`src/rtl/cla_pipe_addsub.sv`:
```
// -----------------------------------------------------------------------------
// cla_pipe_addsub
// Pipelined carry-lookahead adder/subtractor for the datapath ALU.
// The operands are cut into SEG_W-bit segments; stage k resolves segment k with
// 4-bit group lookahead and hands its carry to stage k+1 through a register.
// An entry rank registers the operands, so a beat accepted on edge E0 appears
// on the outputs after edge E0+NSTG. All ranks advance together; a full output
// that is not taken stalls the whole pipe.
//
// Ports
//   clk                       rising-edge clock
//   clr                       asynchronous active-high reset
//   i_valid / o_ready         operand beat handshake (o_ready = !o_valid | i_ready)
//   i_a, i_b [WIDTH]          operands
//   i_sub                     0: A+B+i_cin, 1: A+~B+1
//   i_cin                     carry in, add mode only
//   o_valid / i_ready         result beat handshake
//   o_result [WIDTH]          sum / difference
//   o_cout                    carry out of MSB (subtract: 1 = no borrow)
//   o_ovf                     signed overflow
//   o_zero                    o_result == 0
//   o_neg                     o_result[WIDTH-1]
// -----------------------------------------------------------------------------
module cla_pipe_addsub #(
   parameter int WIDTH = 32,
   parameter int SEG_W = 8
) (
   input  logic             clk,
   input  logic             clr,
   input  logic             i_valid,
   output logic             o_ready,
   input  logic [WIDTH-1:0] i_a,
   input  logic [WIDTH-1:0] i_b,
   input  logic             i_sub,
   input  logic             i_cin,
   output logic             o_valid,
   input  logic             i_ready,
   output logic [WIDTH-1:0] o_result,
   output logic             o_cout,
   output logic             o_ovf,
   output logic             o_zero,
   output logic             o_neg
);

   localparam int NSTG = WIDTH / SEG_W;
   localparam int NGRP = SEG_W / 4;

   if ((SEG_W < 4) || ((SEG_W % 4) != 0) || (WIDTH < SEG_W) || ((WIDTH % SEG_W) != 0)) begin : g_param_check
      $error("cla_pipe_addsub: WIDTH must be a multiple of SEG_W and SEG_W a multiple of 4");
   end

   // Carries c[0..SEG_W] of one segment. Each 4-bit group is fully expanded
   // from its own G/P terms and the group carry-in; groups chain serially.
   function automatic logic [SEG_W:0] seg_carries(input logic [SEG_W-1:0] a,
                                                  input logic [SEG_W-1:0] b,
                                                  input logic             cin);
      logic [SEG_W:0] c;
      logic [3:0]     g;
      logic [3:0]     p;
      c    = {(SEG_W+1){1'b0}};
      c[0] = cin;
      for (int grp = 0; grp < NGRP; grp++) begin
         g = a[grp*4 +: 4] & b[grp*4 +: 4];
         p = a[grp*4 +: 4] ^ b[grp*4 +: 4];
         c[grp*4+1] = g[0] | (p[0] & c[grp*4]);
         c[grp*4+2] = g[1] | (p[1] & g[0]) | (p[1] & p[0] & c[grp*4]);
         c[grp*4+3] = g[2] | (p[2] & g[1]) | (p[2] & p[1] & g[0])
                    | (p[2] & p[1] & p[0] & c[grp*4]);
         c[grp*4+4] = g[3] | (p[3] & g[2]) | (p[3] & p[2] & g[1])
                    | (p[3] & p[2] & p[1] & g[0])
                    | (p[3] & p[2] & p[1] & p[0] & c[grp*4]);
      end
      return c;
   endfunction

   // Rank r holds a beat that has had r segments resolved. x carries the
   // mixed operand/result word: the next operand segment is always in the low
   // SEG_W bits and each resolved segment is inserted at the top, so after
   // NSTG stages x is exactly the result in natural order. b shifts the same
   // way, so every stage reads only the low segment.
   logic [NSTG:0]    v_q, v_d;
   logic [NSTG:0]    c_q, c_d;
   logic [WIDTH-1:0] x_q [0:NSTG];
   logic [WIDTH-1:0] x_d [0:NSTG];
   logic [WIDTH-1:0] b_q [0:NSTG-1];
   logic [WIDTH-1:0] b_d [0:NSTG-1];
   logic             ovf_q, ovf_d;
   logic             zero_q, zero_d;
   logic             neg_q, neg_d;
   logic [SEG_W:0]   cy  [0:NSTG-1];
   logic [SEG_W-1:0] sum [0:NSTG-1];
   logic             adv;

   assign adv     = ~v_q[NSTG] | i_ready;
   assign o_ready = adv;

   // Entry rank load, per-stage segment resolve and final flag generation.
   always_comb begin
      v_d = {(NSTG+1){1'b0}};
      c_d = {(NSTG+1){1'b0}};
      v_d[0] = i_valid;
      // Idle cycles load zeros so unknown operands never reach the outputs.
      if (i_valid) begin
         x_d[0] = i_a;
         b_d[0] = i_sub ? ~i_b : i_b;
         c_d[0] = i_sub ? 1'b1 : i_cin;
      end else begin
         x_d[0] = {WIDTH{1'b0}};
         b_d[0] = {WIDTH{1'b0}};
         c_d[0] = 1'b0;
      end
      for (int k = 0; k < NSTG; k++) begin
         cy[k]  = seg_carries(x_q[k][SEG_W-1:0], b_q[k][SEG_W-1:0], c_q[k]);
         sum[k] = x_q[k][SEG_W-1:0] ^ b_q[k][SEG_W-1:0] ^ cy[k][SEG_W-1:0];
         x_d[k+1] = x_q[k] >> SEG_W;
         x_d[k+1][WIDTH-1 -: SEG_W] = sum[k];
         c_d[k+1] = cy[k][SEG_W];
         v_d[k+1] = v_q[k];
      end
      for (int k = 0; k < NSTG - 1; k++) begin
         b_d[k+1] = b_q[k] >> SEG_W;
      end
      // Carry into the MSB is bit SEG_W-1 of the last segment's carry chain.
      ovf_d  = cy[NSTG-1][SEG_W] ^ cy[NSTG-1][SEG_W-1];
      zero_d = (x_d[NSTG] == {WIDTH{1'b0}});
      neg_d  = x_d[NSTG][WIDTH-1];
   end

   // Pipeline ranks: cleared by clr, all shift on adv, all hold otherwise.
   always_ff @(posedge clk or posedge clr) begin
      if (clr) begin
         v_q    <= {(NSTG+1){1'b0}};
         c_q    <= {(NSTG+1){1'b0}};
         ovf_q  <= 1'b0;
         zero_q <= 1'b0;
         neg_q  <= 1'b0;
         for (int k = 0; k <= NSTG; k++) begin
            x_q[k] <= {WIDTH{1'b0}};
         end
         for (int k = 0; k < NSTG; k++) begin
            b_q[k] <= {WIDTH{1'b0}};
         end
      end else if (adv) begin
         v_q    <= v_d;
         c_q    <= c_d;
         ovf_q  <= ovf_d;
         zero_q <= zero_d;
         neg_q  <= neg_d;
         for (int k = 0; k <= NSTG; k++) begin
            x_q[k] <= x_d[k];
         end
         for (int k = 0; k < NSTG; k++) begin
            b_q[k] <= b_d[k];
         end
      end
   end

   assign o_valid  = v_q[NSTG];
   assign o_result = x_q[NSTG];
   assign o_cout   = c_q[NSTG];
   assign o_ovf    = ovf_q;
   assign o_zero   = zero_q;
   assign o_neg    = neg_q;

endmodule

```
`config.mk`:
```
export PLATFORM = sky130hd
export DESIGN_NAME = cla_pipe_addsub
export DESIGN_NICKNAME = d
export VERILOG_FILES = /design/src/rtl/cla_pipe_addsub.sv
export SDC_FILE = /design/constraint.sdc
export NUM_CORES = 1
export LEC_CHECK = 0
export CAP_MARGIN = 5
export CORE_ASPECT_RATIO = 1.4
export CORE_UTILIZATION = 44
export DETAILED_ROUTE_END_ITERATION = 7
export GPL_ROUTABILITY_DRIVEN = 0
export PLACE_DENSITY_LB_ADDON = 0.25
export SYNTH_ARGS = -nofsm -noshare
export SYNTH_HDL_FRONTEND = slang
export SYNTH_SLANG_ARGS = --single-unit
```
`constraint.sdc`:
```
create_clock -name clk -period 10.4 [get_ports clk]
set_clock_uncertainty 0.05 [all_clocks]
set_input_delay 2.08 -clock clk [delete_from_list [all_inputs] [get_ports clk]]
set_output_delay 2.08 -clock clk [all_outputs]
set_load 0.02 [all_outputs]
```
Word-level counts from Yosys, hierarchy flattened. Index checks and enable logic that the tools add are counted.

Output and inout port bits: 38. Bits in registers: 253. Input port bits: 70. Memories kept: 0. RAM bits: 0. Bits in read-only memories: 0. Word-level logic and storage cells: 256. Bits in latches: 0.

Divide/modulo/power cells: 0. Eq/ne operators: 0. Bitwise logic cells: 236. Add/sub/neg operators: 0. Multiplexer cells: 5. $mul: 0. Shifts and indexed selects: 0. Reduce and logical (&&, ||, !) cells: 1. Magnitude comparators: 0.

Operator list (number): $and A1 B1 Y1 (128); $mux W32 (3); $or A1 B1 Y1 (81); $xor A8 B8 Y8 (8); $and A4 B4 Y4 (8); $logic_not A32 Y1 (1); $not A32 Y32 (1); $xor A4 B4 Y4 (8); $mux W1 (2); $not A1 Y1 (1); $xor A1 B1 Y1 (1).

Longest topological paths before layout.
Depth after elaboration: 10. Gate-level depth with buffers: 10. Gate-level depth less buffers: 10.

Least setup slack after synthesis. Ideal clock, no wire load.

Path type: input-to-output. From: input i_ready. To: output o_ready. Setup slack: 5.453 ns. Required time: 8.270 ns. Data arrival time: 2.817 ns. Cell stages on the path: 5. Buffers on the path: 3. Cells stage by stage: nor2b_1 inv_1 buf_2 buf_2 buf_2.

Longest elaborated chain between the ends: 1.

Ends and longest elaborated chain: from (decl) (line 37) `input logic i_ready,`; $or A1 B1 Y1 (line 94) `assign adv = ~v_q[NSTG] | i_ready;`; to (decl) (line 31) `output logic o_ready,`.

Every way passes these cells.

Final worst setup path. Same ends and word-level chain as after synthesis.

==> flow_summary.toml <==
[grt]
grt_pass1_wl_um = 36500
grt_use_total_pct = 17.2
grt_pass1_vias = 7535
antenna_found_initial = 0
grt_max_degree = 247
overflow = 0

[clocking]
root_buffer = "clkbuf_16"
clk_pin_slew_ns = 0.06
cts_buffer_depth = 3
numCtsBuffers = 24
cts_setup_buffers = 0
htreeDepth = 1
postCtsHoldBufs = 0
cts_tree = "done"
clock_sinks = 252
insertion_delay_ns = 0.52
post_cts_resize_count = 0

[yosys]
synthArstFlopShare_pct = 100
yosys-mux-area-fraction_pct = 0.287
avgSynthCellArea_um2 = 9.20
synthesis.nets = 1343
synth-compound-area-share_pct = 7.24
yosysMostFrequentCell = "nand2_1"
yosys-top-cells-area = "dfrtp_1, nand2_1, ha_1"
synth.distinct_cells = 50
syn_area_um2 = 11300
ys_warn_count = 0
synth_xor_area_share_pct = 3.78
synth-edff-count = 0
synthTopCellsByCount = "nand2_1, dfrtp_1, o21ai_0, xnor2_1, nand3_1"
synth_fa_ha_area_share_pct = 4.94
synth_top_cell_by_area = "dfrtp_1"
yosysSeqAreaShare_pct = 55.6
synth_cells = 1233
ys.flop_type = "dfrtp_1"
synth-simple-area-share_pct = 22.9
ys_ff_latch = 252
synth.top_cell.area_share_pct = 55.6
synth_top_family_by_area = "simple AND/OR/NAND/NOR gates"

[floorplan]
core_um2 = 25400
rows = 69
initial_core_util_pct = 44.7
die_w_um = 138
die-area_um2 = 26400
chipHeight_um = 192
io_pins = 108

[timing]
timing.slew.headroom_pct = 25.2
rsz0062_at_grt = "no"
hold_violations = 0
setup_tns_ns = 0
fin_crit_sh_pct = 61.4
tightest_slew_ns = 1.12
slew_violations = 0
fin_ws_ns = 4.01
fmax_ghz = 0.157
fin_crit_ns = 6.39
setup_violations = 0

[routing]
drt-initial-drc-count = 470
via_per_inst = 4.82
drtAntennaViolNets = 0
via_count = 7780
routedWlPerCell_um = 13.2
drt_first_pass_iters = 4
drt-total-wl_um = 21400
drc = 0

[placed_design]
io_buffers = 107
post_dp_cell_area_um2 = 12400
dp_hpwl_um = 13700
dp_worst_setup_slack_ns = 3.85

[setup_path]
cp_slowest_cell = "clkdlybuf4s50_1"
r2r_start = "x_q[34]$_DFFE_PP0P_"
critPathMaxFanout = 246
critPathRequiredTime_ns = 8.27
crit_path_cell_trace = "clkdlybuf4s50_1 -> nor2b_4 -> buf_12 -> inv_6 -> clkdlybuf4s50_1"
path_class = "in -> out"
cp.arrival_ns = 4.26
startpoint_type = "primary input"
max_stage_delay_ns = 0.64
crit_start = "i_ready"
critPathCaptureType = "output pin"
cp_common_cell = "clkdlybuf4s50_1"
reg2reg_depth = 10

[final_layout]
areaGrowthSynthToFinish_pct = 16.7
diodes = 0
nets = 1386
drive_above_1_share_pct = 5.72
fin_area_um2 = 13200
n_fill_cell = 2403

[hold_path]
hold_path_startpoint = "v_q[3]$_DFFE_PP0P_"
hold_path_depth = 1
hp-class = "reg -> reg"

[run_status]
status = "finished clean"

[power_and_ir_drop]
finalPower_mw = 3.76
power_density_nw_per_um2 = 284
peakVddDrop_mv = 0.198
leakage_nw = 6.68

[flow_run]
maxCapViolations = 0
[state kept, by name (all words and copies together), names as in the netlist]
signal,cells
x_d,96
b_d,48
b_q,32
o_result,32
x_q,32
c_q,5
v_q,5
o_ovf,1
o_zero,1
[cell type report]
cell class	count	area (um^2)	share of cell area (%)
inverters	21	91.3	0.690
repair buffers	113	1120	8.49
multi-input cells	864	4450	33.6
flip-flops and latches	252	6310	47.7
clock buffers	32	712	5.38
clock inverters	12	149	1.13
well taps	319	399	3.02
[routing by layer]
layer | vias to the layer above | GRT usage (%) | share of wire [%]
li1 | 4002 | - | -
met1 | 3631 | 23.6 | 47
met3 | 28 | 2.30 | 4.0
met5 | - | 0 | 0
met2 | 119 | 28.3 | 47
met4 | 0 | 4.82 | 1.9
[final timing paths]
kind / endpoint / slack, ns
hold reg to reg: v_q[4]$_DFFE_PP0P_ / 0.41
max in group asynchronous: x_q[36]$_DFFE_PP0P_ / 6.74
setup reg to reg: o_zero$_DFFE_PP0P_ / 7.27
min in group asynchronous: o_result[3]$_DFFE_PP0P_ / 2.04
hold / removal: v_q[4]$_DFFE_PP0P_ / 0.41
setup / recovery: o_ready / 4.01
[cell families (layout without fill, tap and decap cells)]
kind of cell | Yosys count | after routing
simple gates | 654 | 654
flops | 252 | 252
compound gates | 118 | 118
buf+inv | 117 | 178
xor+xnor | 49 | 49
fa+ha+maj | 40 | 40
mux | 3 | 3
[worst max-delay path: cells and delay by family]
kind	cells	cell delay (ns)
buf+inv	4	2.02
simple gates	1	0.14
[cell usage in the layout (no fill, tap or decap), drive strengths merged, types with 7 or more instances in the layout]
cell type,synthesis,layout
a21oi,28,28
and3,10,10
buf,64,7
clkbuf,32,32
clkdlybuf4s50,0,106
dfrtp,252,252
fa,8,8
ha,32,32
inv,21,21
nand2,557,557
nand3,38,38
nor2,21,21
o21ai,53,53
xnor2,43,43
[power breakdown]
part	total [mW]	internal, mW	switching, mW
logic	1.27	0.531	0.736
registers	1.57	1.35	0.226
clock network	0.921	0.557	0.364
[per-stage QoR]
stage / instances / utilization, % / hold slack (ns)
finish: 1613 / 52.1 / 0.407
global route: 1613 / 52.1 / 0.432
CTS: 1613 / 52.1 / 0.407
detailed placement: 1569 / 48.7 / 0.398
global placement: 1569 / 48.7 / 0.391
floorplan: 1233 / - / 0.380
No activity file was read; power rests on OpenSTA's default activity.
